==> config.mk <==
export PLATFORM = sky130hd
export DESIGN_NAME = iso7816_atr_parser_flat
export DESIGN_NICKNAME = d
export VERILOG_FILES = /design/src/rtl/iso7816_atr_parser_if.sv /design/src/rtl/iso7816_atr_parser.sv /design/src/flat_wrapper.sv
export SDC_FILE = /design/constraint.sdc
export NUM_CORES = 1
export LEC_CHECK = 0
export CAP_MARGIN = 20
export CORE_MARGIN = 2
export CORE_UTILIZATION = 40
export CTS_CLUSTER_DIAMETER = 150
export DETAILED_ROUTE_END_ITERATION = 16
export GPL_ROUTABILITY_DRIVEN = 0
export PLACE_DENSITY_LB_ADDON = 0.25
export SETUP_SLACK_MARGIN = 0.15
export SLEW_MARGIN = 10
export SYNTH_ARGS = -nofsm -noshare
export SYNTH_HDL_FRONTEND = slang
export SYNTH_SLANG_ARGS = --single-unit
==> constraint.sdc <==
create_clock -name clk -period 5.1 [get_ports clk]
set_input_delay 0.765 -clock clk [delete_from_list [all_inputs] [get_ports clk]]
set_output_delay 0.765 -clock clk [all_outputs]
set_load 0.02 [all_outputs]
==> src/rtl/iso7816_atr_parser_if.sv <==
// UART receive-side handshake between the ISO7816 master's UART and the ATR parser.
// master = UART (presents bytes), slave = parser (drives the active-low read strobe).
interface iso7816_atr_parser_if;
  logic [7:0] rxData;
  logic       rxFull;
  logic       nCsDataOut;

  modport master (output rxData, output rxFull, input nCsDataOut);
  modport slave  (input rxData, input rxFull, output nCsDataOut);
endinterface

==> src/rtl/iso7816_atr_parser.sv <==
// ISO7816-3 Answer-To-Reset decoder: reads bytes from the UART, checks TS/TCK,
// extracts TA1/TC1/protocols and streams the historical bytes.
module iso7816_atr_parser #(
  parameter int unsigned MAX_ATR_BYTES = 33,
  parameter logic [7:0]  TA1_DEFAULT   = 8'h11,
  parameter logic [7:0]  TC1_DEFAULT   = 8'h00
) (
  input  logic                clk,
  input  logic                nReset,
  input  logic                start,
  iso7816_atr_parser_if.slave uart,
  output logic                busy,
  output logic                atrDone,
  output logic                atrError,
  output logic [2:0]          errorCode,
  output logic [7:0]          ta1,
  output logic [7:0]          tc1,
  output logic [15:0]         protocols,
  output logic [3:0]          firstProtocol,
  output logic [7:0]          histData,
  output logic                histValid,
  output logic [3:0]          histCount
);
  localparam int unsigned CNT_W = $clog2(MAX_ATR_BYTES + 1);

  typedef enum logic [2:0] {IDLE, TS, T0, IFACE, HIST, TCK, DONE, ERR} state_t;

  state_t           state, stateNext;
  logic             readWait, readWaitNext;
  logic [CNT_W-1:0] byteCount, byteCountNext;
  logic [3:0]       yMask, yMaskNext;
  logic [3:0]       histRemain, histRemainNext;
  logic [5:0]       ifaceIdx, ifaceIdxNext;
  logic [7:0]       xorAcc, xorAccNext;
  logic             tckReq, tckReqNext;
  logic             td1Seen, td1SeenNext;
  logic [2:0]       errorCodeNext;
  logic [7:0]       ta1Next, tc1Next, histDataNext;
  logic [15:0]      protocolsNext;
  logic [3:0]       firstProtocolNext, histCountNext;
  logic             histValidNext;
  logic             strobe;
  logic [7:0]       rxByte;
  logic [3:0]       ifaceMask;

  function automatic state_t afterIface(input logic [3:0] k, input logic tck);
    if (k != 4'd0)
      return HIST;
    else if (tck)
      return TCK;
    else
      return DONE;
  endfunction

  assign rxByte          = uart.rxData;
  assign uart.nCsDataOut = ~strobe;
  assign busy            = (state == TS) || (state == T0) || (state == IFACE) ||
                           (state == HIST) || (state == TCK);
  assign atrDone         = (state == DONE);
  assign atrError        = (state == ERR);

  always_comb begin
    stateNext         = state;
    readWaitNext      = readWait;
    byteCountNext     = byteCount;
    yMaskNext         = yMask;
    histRemainNext    = histRemain;
    ifaceIdxNext      = ifaceIdx;
    xorAccNext        = xorAcc;
    tckReqNext        = tckReq;
    td1SeenNext       = td1Seen;
    errorCodeNext     = errorCode;
    ta1Next           = ta1;
    tc1Next           = tc1;
    protocolsNext     = protocols;
    firstProtocolNext = firstProtocol;
    histDataNext      = histData;
    histCountNext     = histCount;
    histValidNext     = 1'b0;
    strobe            = 1'b0;
    ifaceMask         = yMask;

    if (start) begin
      // Start outranks a pending byte: it is left in the UART for the next cycle.
      stateNext         = TS;
      readWaitNext      = 1'b0;
      byteCountNext     = '0;
      yMaskNext         = '0;
      histRemainNext    = '0;
      ifaceIdxNext      = '0;
      xorAccNext        = '0;
      tckReqNext        = 1'b0;
      td1SeenNext       = 1'b0;
      errorCodeNext     = 3'd0;
      ta1Next           = TA1_DEFAULT;
      tc1Next           = TC1_DEFAULT;
      protocolsNext     = '0;
      firstProtocolNext = '0;
      histDataNext      = '0;
      histCountNext     = '0;
    end else begin
      if (!uart.rxFull)
        readWaitNext = 1'b0;
      if (busy && uart.rxFull && !readWait) begin
        if (byteCount >= CNT_W'(MAX_ATR_BYTES)) begin
          stateNext     = ERR;
          errorCodeNext = 3'd3;
        end else begin
          strobe        = 1'b1;
          readWaitNext  = 1'b1;
          byteCountNext = byteCount + 1'b1;
          if (state != TS)
            xorAccNext = xorAcc ^ rxByte;
          unique case (state)
            TS: begin
              if (rxByte == 8'h3B || rxByte == 8'h3F) begin
                stateNext = T0;
              end else begin
                stateNext     = ERR;
                errorCodeNext = 3'd1;
              end
            end
            T0: begin
              yMaskNext      = rxByte[7:4];
              histCountNext  = rxByte[3:0];
              histRemainNext = rxByte[3:0];
              ifaceIdxNext   = 6'd1;
              stateNext      = (rxByte[7:4] != 4'd0) ? IFACE : afterIface(rxByte[3:0], tckReq);
            end
            IFACE: begin
              // Lowest set Y bit names the byte in hand; TD reloads the mask.
              if (yMask[0]) begin
                if (ifaceIdx == 6'd1) ta1Next = rxByte;
                ifaceMask[0] = 1'b0;
              end else if (yMask[1]) begin
                ifaceMask[1] = 1'b0;
              end else if (yMask[2]) begin
                if (ifaceIdx == 6'd1) tc1Next = rxByte;
                ifaceMask[2] = 1'b0;
              end else begin
                protocolsNext[rxByte[3:0]] = 1'b1;
                if (ifaceIdx == 6'd1) begin
                  firstProtocolNext = rxByte[3:0];
                  td1SeenNext       = 1'b1;
                end
                if (rxByte[3:0] != 4'd0) tckReqNext = 1'b1;
                ifaceMask    = rxByte[7:4];
                ifaceIdxNext = ifaceIdx + 6'd1;
              end
              yMaskNext = ifaceMask;
              stateNext = (ifaceMask != 4'd0) ? IFACE : afterIface(histCount, tckReqNext);
            end
            HIST: begin
              histDataNext   = rxByte;
              histValidNext  = 1'b1;
              histRemainNext = histRemain - 4'd1;
              if (histRemain == 4'd1)
                stateNext = tckReq ? TCK : DONE;
            end
            TCK: begin
              if ((xorAcc ^ rxByte) == 8'h00) begin
                stateNext = DONE;
              end else begin
                stateNext     = ERR;
                errorCodeNext = 3'd2;
              end
            end
            default: ;
          endcase
        end
      end
      if (stateNext == DONE && state != DONE && !td1SeenNext)
        protocolsNext[0] = 1'b1;
    end
  end

  always_ff @(posedge clk or negedge nReset) begin
    if (!nReset) begin
      state         <= IDLE;
      readWait      <= 1'b0;
      byteCount     <= '0;
      yMask         <= '0;
      histRemain    <= '0;
      ifaceIdx      <= '0;
      xorAcc        <= '0;
      tckReq        <= 1'b0;
      td1Seen       <= 1'b0;
      errorCode     <= 3'd0;
      ta1           <= TA1_DEFAULT;
      tc1           <= TC1_DEFAULT;
      protocols     <= '0;
      firstProtocol <= '0;
      histData      <= '0;
      histValid     <= 1'b0;
      histCount     <= '0;
    end else begin
      state         <= stateNext;
      readWait      <= readWaitNext;
      byteCount     <= byteCountNext;
      yMask         <= yMaskNext;
      histRemain    <= histRemainNext;
      ifaceIdx      <= ifaceIdxNext;
      xorAcc        <= xorAccNext;
      tckReq        <= tckReqNext;
      td1Seen       <= td1SeenNext;
      errorCode     <= errorCodeNext;
      ta1           <= ta1Next;
      tc1           <= tc1Next;
      protocols     <= protocolsNext;
      firstProtocol <= firstProtocolNext;
      histData      <= histDataNext;
      histValid     <= histValidNext;
      histCount     <= histCountNext;
    end
  end
endmodule
==> src/flat_wrapper.sv <==
// flat-port wrapper written by rule: the top's interface ports become plain ports
module iso7816_atr_parser_flat 
#(
  parameter int unsigned MAX_ATR_BYTES = 33,
  parameter logic [7:0]  TA1_DEFAULT   = 8'h11,
  parameter logic [7:0]  TC1_DEFAULT   = 8'h00
)
  (clk, nReset, start, busy, atrDone, atrError, errorCode, ta1, tc1, protocols, firstProtocol, histData, histValid, histCount, uart_rxData, uart_rxFull, uart_nCsDataOut);
  iso7816_atr_parser_if uart_i ();
  input  logic clk;
  input  logic nReset;
  input  logic start;
  output logic busy;
  output logic atrDone;
  output logic atrError;
  output logic [2:0] errorCode;
  output logic [7:0] ta1;
  output logic [7:0] tc1;
  output logic [15:0] protocols;
  output logic [3:0] firstProtocol;
  output logic [7:0] histData;
  output logic histValid;
  output logic [3:0] histCount;
  input wire logic [$bits(uart_i.rxData)-1:0] uart_rxData;
  input wire logic [$bits(uart_i.rxFull)-1:0] uart_rxFull;
  output wire logic [$bits(uart_i.nCsDataOut)-1:0] uart_nCsDataOut;
  assign uart_i.rxData = uart_rxData;
  assign uart_i.rxFull = uart_rxFull;
  assign uart_nCsDataOut = uart_i.nCsDataOut;
  iso7816_atr_parser #(.MAX_ATR_BYTES(MAX_ATR_BYTES), .TA1_DEFAULT(TA1_DEFAULT), .TC1_DEFAULT(TC1_DEFAULT)) u_core (.clk(clk), .nReset(nReset), .start(start), .uart(uart_i), .busy(busy), .atrDone(atrDone), .atrError(atrError), .errorCode(errorCode), .ta1(ta1), .tc1(tc1), .protocols(protocols), .firstProtocol(firstProtocol), .histData(histData), .histValid(histValid), .histCount(histCount));
endmodule
======== After elaboration in Yosys (flattened, before gate mapping) ========
Cells that the tools add are included.
W data, S select, Z words.
storage, ports and cells
  input port bits ......................... 12
  word-level logic and storage cells ...... 227
  output and inout port bits .............. 56
  register bits ........................... 86
operators by class
  equality and inequality tests ........... 27
  add/subtract/negate cells ............... 3
  reductions and logical operators ........ 44
  $lt $le $gt $ge ......................... 3
  mux-type cells .......................... 129
  bitwise gates (word level) .............. 3
operators with widths
  operator               count
  $mux W8                21
  $mux W16               7
  $mux W4                18
  $mux W3                20
  $mux W6                9
  $mux W1                44
  $ne A3 B3 Y1 const B   8
  $reduce_bool A4 Y1     5
  $reduce_and A3 Y1      6
  $reduce_and A6 Y1      3
  $eq A8 B6 Y1 const B   2
  $or A16 B16 Y16        1
  $pmux W4 S2            2
  $reduce_bool A2 Y1     8
  $eq A3 B3 Y1 const B   5
  $pmux W3 S5            1
  $reduce_and A7 Y1      2
  $add A6 B1 Y6 const B  2
  $pmux W6 S2            1
  $reduce_bool A3 Y1     4
  $logic_not A8 Y1       1
  $mux W2                4
  $ne A2 B2 Y1 const B   4
  $ne A4 B4 Y1 const B   2
  other kinds (19)       29

======== Longest topological paths before layout ========
Gate-level depths: netlist (run 1).
  depth after elaboration ................. 21
  gate-level depth with buffers ........... 9

======== Least setup slack after synthesis (run 1) ========
No wires, ideal clock.
  kind .................................... register to output
  start ................................... register u_core.byteCount[0]
  end ..................................... output uart_nCsDataOut
  required time ........................... 4.335 ns
  arrival time ............................ 1.833 ns
  cell stages (with the launch flop) ...... 7
  buffers on the path ..................... 1
  slack ................................... 2.502 ns
  path through ............................ dfrtp_1 > inv_1 > ha_1 > or4b_4 > o21a_4 > buf_6 > or3_1
between the ends
  word-level cells in the longest chain between the ends .. 5
ends and longest elaborated chain
  element                 RTL line                   RTL
  start, declared         iso7816_atr_parser.sv:30   logic [CNT_W-1:0] byteCount, byteCountNext;
  start signal, assigned  iso7816_atr_parser.sv:199  byteCount <= byteCountNext;
  $ge A6 B6 Y1            iso7816_atr_parser.sv:105  if (byteCount >= CNT_W'(MAX_ATR_BYTES)) begin
  $mux W1                 iso7816_atr_parser.sv:105
  $mux W1                 iso7816_atr_parser.sv:104  if (busy && uart.rxFull && !readWait) begin
  $mux W1                 iso7816_atr_parser.sv:83   if (start) begin
  $not A1 Y1              iso7816_atr_parser.sv:56   assign uart.nCsDataOut = ~strobe;
  end, declared           flat_wrapper.sv:26         output wire logic [$bits(uart_i.nCsDataOut)-1:0] uart_nCsDataOut;
No other way between the ends.

======== Final worst setup path (run 1) ========
Ends and elaborated chain as after synthesis.

==> run metrics, run 1 <==
outcome completed; Final Hold Vio Count 0; EDFF count, synth 0; area delta synth->final 21.67%; CTS clock-pin slew for the worst setup and hold paths 0.09 ns; Critical Path Fanout Max 15; routed length per placed instance about 17 um; Worst Tran Pin Value 1.016 ns; worst hold margin 0.3086 ns; Die Y 108.6 um; CTS buffer count 9; Finished Layout Cells 627; syn_area_per_cell 10.23 um2; core area 10750 um2; crit path launch type register; most frequent cells in the layout dfrtp_1 (83), nor2_1 (65), clkdlybuf4s50_1 (64); Syn Nets 447; Slew headroom 32.23%; Final nets 501; DP Wirelength roughly 7000 um; pre-CTS setup slack 1.790 ns; synthesized cell area 4377 um2; FP Rows 38; first-pass GRT wire length 17570 um; ranking of synthesized cells by area dfrtp_1 (47%), nor2_1 (5.6%), mux2_2 (4.6%), xor2_1 (3.6%), mux2i_1 (3.4%); initial antenna violation count 0; VDD IR max between 0.0001 and 0.00015 V; Root Driver clkbuf_8; maximum operating frequency 290.3 MHz; CTS tree built; starting density of the core about two fifths; Hold WC Path Type input port to async pin; ANT cells 0; RSZ-0062 raised after global routing false; clk sinks 85; ANT nets after route 0; DRC viols 0; Ys Warns 0; hold_buf cts 0; final period utilization about two thirds; WS Path Type register to output port; GRT Overall Usage 19.31%; 1st-pass router iterations 7; Die W 108.6 um; Worst setup EP type output port; max_cap viols 0; clock skew 0.009238 ns; share of cells above drive strength 1 12.94%; H-tree level count 3; Setup-failing EPs final 0; GRT overflow 0; post-CTS setup buffers 0; LEAKAGE 0.002257 uW; register area share after synthesis 48.66%; Netlist cell types 66; Boundary Pins slightly below 70; PD cells 269.7 nW/um2; Synth Register Bits 85; detailed-route via count between 3000 and 4000; vias per cell 5.482; # resized after CTS 0; Top FF cell, synth dfrtp_1; vias in the first global route around 3400; I/O Buffers 66; placed cells 610; Gate Count Post-Synth 428; Synth area leader dfrtp_1; CTS Buffer Depth 2; worst-skew pair later-pin latency between 0.3 and 0.4 ns; DR iter-0 viols between 200 and 250; final setup margin 1.655 ns; WP data required 4.34 ns; die area between 10000 and 15000 um2; largest net degree at the start of global routing 86; min cycle time layout about 3.4 ns; Layout Utilization 49.56%; final wirelength 10800 um; Yosys top cell area share 47.46%; asr flop ratio synth 100.0%; most common cell after layout, fill and taps aside dfrtp_1; Arr. time, crit path 2.68 ns; Pins Over Slew Limit 0; Final TNS setup 0 ns
-- through the flow --
stage,instance area [um2],total power [uW]
3_5_place_dp,5117,995.9
4_1_cts,5298,1451
5_1_grt,5325,1508
2_1_floorplan,4377,896.2
3_3_place_gp,5117,991.7
6_report,5325,1436
-- worst max-delay path: stages (launching register included) --
cell	delay, ns
dfrtp_1	0.45
inv_1	0.08
ha_1	0.13
or4b_4	0.46
o21a_4	0.30
or3_1	0.34
clkdlybuf4s50_1	0.55
-- routing by layer --
layer | vias to the layer above | global-route usage, % | share of wire, %
met5 | - | 0 | 0
met4 | 0 | 8.425 | 2.2
met3 | 14 | 2.712 | 3.9
met2 | 94 | 29.46 | 47
met1 | 1701 | 27.38 | 47
li1 | 1628 | - | -
-- worst paths after layout --
check / from / to / slack (ns) / cells past startpoint
worst min register to register: u_core.ta1[4] / u_core.ta1[4] / 0.48 / 2
max in group asynchronous: nReset / u_core.ta1[4] / 4.16 / 2
worst max-delay path: u_core.byteCount[0] / uart_nCsDataOut / 1.65 / 6
worst min-delay path: nReset / u_core.byteCount[5] / 0.31 / 1
min in group clk: u_core.ta1[4] / u_core.ta1[4] / 0.48 / 2
worst max register to register: u_core.byteCount[0] / u_core.ta1[7] / 2.15 / 6
-- sequential cells by signal, indices dropped and copies added (netlist names), 3 cells and up --
name and flops:
u_core.state 3, u_core.xorAcc 8, u_core.tc1 8, u_core.histCount 4, u_core.ta1 8, u_core.histData 8, u_core.ifaceIdx 6, u_core.protocols 16
u_core.histRemain 4, u_core.yMask 4, u_core.byteCount 6, u_core.firstProtocol 4
-- cells in the mapped netlist (3+ instances only) --
| master | instances |
|---|---|
| a21o_1 | 3 |
| a21oi_1 | 14 |
| nand3_1 | 8 |
| nand2_1 | 18 |
| nand2b_1 | 6 |
| xnor2_1 | 4 |
| nor3_1 | 11 |
| o31ai_1 | 7 |
| and2_1 | 4 |
| nor2_1 | 65 |
| dfrtp_1 | 83 |
| clkbuf_1 | 19 |
| a211oi_1 | 3 |
| inv_1 | 11 |
| or4_1 | 3 |
| mux2_2 | 18 |
| nor2b_1 | 9 |
| nor4_1 | 7 |
| or3_1 | 4 |
| mux2i_1 | 15 |
| o21ai_0 | 7 |
| nand4_1 | 9 |
| xor2_1 | 18 |
| a31oi_1 | 18 |
| ha_1 | 7 |
| buf_2 | 6 |
| nor3b_1 | 3 |
-- cell families (layout without fill, tap and decap cells) --
| family | after synthesis | count (layout) | share of synthesized area, % |
|---|---|---|---|
| flops | 85 | 85 | 48.66 |
| xor+xnor | 22 | 22 | 4.402 |
| mux | 33 | 33 | 8.062 |
| compound gates | 75 | 75 | 12.44 |
| fa+ha+maj | 7 | 7 | 2.001 |
| buf+inv | 38 | 97 | 3.688 |
| simple gates | 167 | 167 | 20.67 |
| other cells | 1 | 1 | 0.08568 |
-- report_power, final --
part	internal, uW	total [uW]	switching, uW
clock network	183	451	269
logic	104	250	146
registers	705	735	29.5
-- area by class of cell --
cell class	count	area, um2
Multi-Input combinational cell	305	2096
Fill cell	1036	5420
Inverter	11	41.29
Timing Repair Buffer	70	703.2
Clock inverter	7	56.30
Sequential cell	85	2130
Clock buffer	9	123.9
Tap cell	140	175.2
Power figures use the tool's default switching activity.
==> inputs of run 2 (changes only) <==
==> constraint.sdc (replaced) <==
create_clock -name clk -period 3.5 [get_ports clk]
set_input_delay 0.525 -clock clk [delete_from_list [all_inputs] [get_ports clk]]
set_output_delay 0.525 -clock clk [all_outputs]
set_load 0.02 [all_outputs]
==> run 2 against run 1 <==
Against the previous run: routed wire length rose by 0.69%; clock-buffer cell count grew 2; critical path type unchanged; first-iteration DRC count fell by 15%; sequential share of layout area shrank 0.74 points.
==> run metrics, run 2 (synthesis gave the netlist of run 1 again) <==
Root Driver clkbuf_8 (unchanged); share of cells above drive strength 1 13.91% (was 12.94%); Reg-to-Reg End u_core.histRemain[0] (was u_core.ta1[7]); vias in the first global route 3383 (was 3360); H-tree level count 3 (unchanged); largest net degree at the start of global routing 86 (unchanged); Worst setup EP type output port (unchanged); hold_buf cts 0 (unchanged); Arr. time, crit path 2.67 ns (was 2.68 ns); detailed-route via count 3444 (was 3437); Largest register FFs 16 (unchanged); CTS tree built (unchanged); Final Hold Vio Count 0 (unchanged); 1st-pass router iterations 4 (was 7); top sig layer met4 (unchanged); most frequent cells in the layout dfrtp_1 (83), nor2_1 (65), clkdlybuf4s50_1 (64) (unchanged); min cycle time layout 3.199 ns; initial antenna violation count 0 (unchanged); Tot Pwr 2210 uW (was 1436 uW); Final TNS setup 0 ns (unchanged); P_int 1591 uW (was 991.5 uW); max_cap viols 0 (unchanged); I/O Buffers 66 (unchanged); sequential share of power 48.3% (was 51.2%); clk sinks 85 (unchanged); DR iter-0 viols 181 (was 213); maximum operating frequency 312.6 MHz; Die W 108.6 um (unchanged); crit path launch type register (unchanged); post-CTS setup buffers 0 (unchanged); area delta synth->final 23.96% (was 21.67%); Pins Over Slew Limit 0 (unchanged); Largest Register u_core.protocols (unchanged); DP Wirelength 7268 um (was 7011 um); DRC viols 0 (unchanged); GRT Overall Usage 19.43% (was 19.31%); clock skew 0.01647 ns (was 0.009238 ns); reg2reg setup slack 0.79 ns (was 2.15 ns); Worst Tran Pin Value 0.6442 ns (was 1.016 ns); CTS buffer count 9 (unchanged); Final nets 510 (was 501); outcome completed (unchanged); final period utilization 91.40%; die area 11790 um2 (unchanged); CTS Buffer Depth 2 (unchanged); Setup-failing EPs final 0 (unchanged); final wirelength 10870 um (was 10800 um); ANT cells 0 (unchanged); switching share of total power 28.02% (was 30.95%); PD cells 407.4 nW/um2 (was 269.7 nW/um2); core area 10750 um2 (unchanged); GRT overflow 0 (unchanged); met3 WL 413 um (was 425 um); starting density of the core 40.73% (unchanged); routed length per placed instance 17.10 um (was 17.22 um); ANT nets after route 0 (unchanged); CTS clock-pin slew for the worst setup and hold paths 0.09 ns (about the same); WS Path Type register to output port (unchanged); most common cell after layout, fill and taps aside dfrtp_1 (unchanged); routed wl met2 5312 um (was 5066 um); r2r startpoint u_core.byteCount[0] (unchanged); LEAKAGE 0.002319 uW (was 0.002257 uW); Gate power share 17.1% (was 17.4%); Clock power frac 34.6% (was 31.4%); Psw 619.4 uW (was 444.4 uW); # resized after CTS 0 (unchanged); VDD IR max 0.0002195 V (was 0.0001193 V); FP Rows 38 (unchanged); Slew headroom 56.85% (was 32.23%); worst r2r path cells 8 (was 6); RSZ-0062 raised after global routing false (unchanged); Critical Path Fanout Max 15 (unchanged); Hold WC Path Type input port to async pin (unchanged); worst-skew pair later-pin latency 0.36 ns (about the same); vias per cell 5.415 (was 5.482); WP data required 2.97 ns (was 4.34 ns); Die Y 108.6 um (unchanged); first-pass GRT wire length 17660 um (was 17570 um); wire length on met1 5028 um (was 5070 um); Boundary Pins 68 (unchanged)
## run 2: layout make-up
cell class / instances / area (um2)
clock buffer: 11 / 131.4
multi-input combinational: 305 / 2092
sequential: 85 / 2130
tap: 140 / 175.2
fill: 1036 / 5320
timing repair buffer: 79 / 770.7
inverter: 11 / 41.29
clock inverter: 5 / 85.08
## run 2: worst max-delay path by stage
stage | startpoint | endpoint | depth (start not counted)
floorplan | u_core.byteCount[0] | uart_nCsDataOut | 6
global placement | u_core.byteCount[0] | uart_nCsDataOut | 6
detailed placement | u_core.byteCount[0] | uart_nCsDataOut | 6
CTS | u_core.byteCount[0] | uart_nCsDataOut | 6
global route | u_core.byteCount[0] | uart_nCsDataOut | 6
finish | u_core.byteCount[0] | uart_nCsDataOut | 6
## run 2: metal layers
layer / vias up / GRT usage (%)
met4: 0 / 6.593
met2: 66 / 31.61
met5: - / 0
met3: 9 / 2.893
li1: 1653 / -
met1: 1716 / 26.54
## run 2: worst max-delay path: stages (launching register included)
cell	delay, ns
dfrtp_1	0.44
inv_1	0.08
ha_1	0.13
or4b_4	0.46
o21a_4	0.30
or3_1	0.36
clkdlybuf4s50_1	0.55
## run 2: power by group through the flow
stage / clock network [uW] / registers [uW] / logic [uW]
finish: 766 / 1070 / 377
global route: 825 / 1070 / 412
CTS: 786 / 1070 / 377
detailed placement: 0 / 1090 / 375
global placement: 0 / 1080 / 370
floorplan: 0 / 1110 / 200
## run 2: metrics by stage
stage | instances | util, % | hold WS, ns | setup WS [ns] | instance area [um2]
floorplan | 428 | - | 0.2294 | 1.142 | 4377
global placement | 619 | 48.22 | 0.4720 | 0.7073 | 5181
detailed placement | 619 | 48.22 | 0.4743 | 0.6747 | 5181
CTS | 635 | 50.23 | 0.4041 | 0.2608 | 5398
global route | 636 | 50.49 | 0.08418 | 0.1825 | 5425
finish | 636 | 50.49 | 0.06690 | 0.3011 | 5425
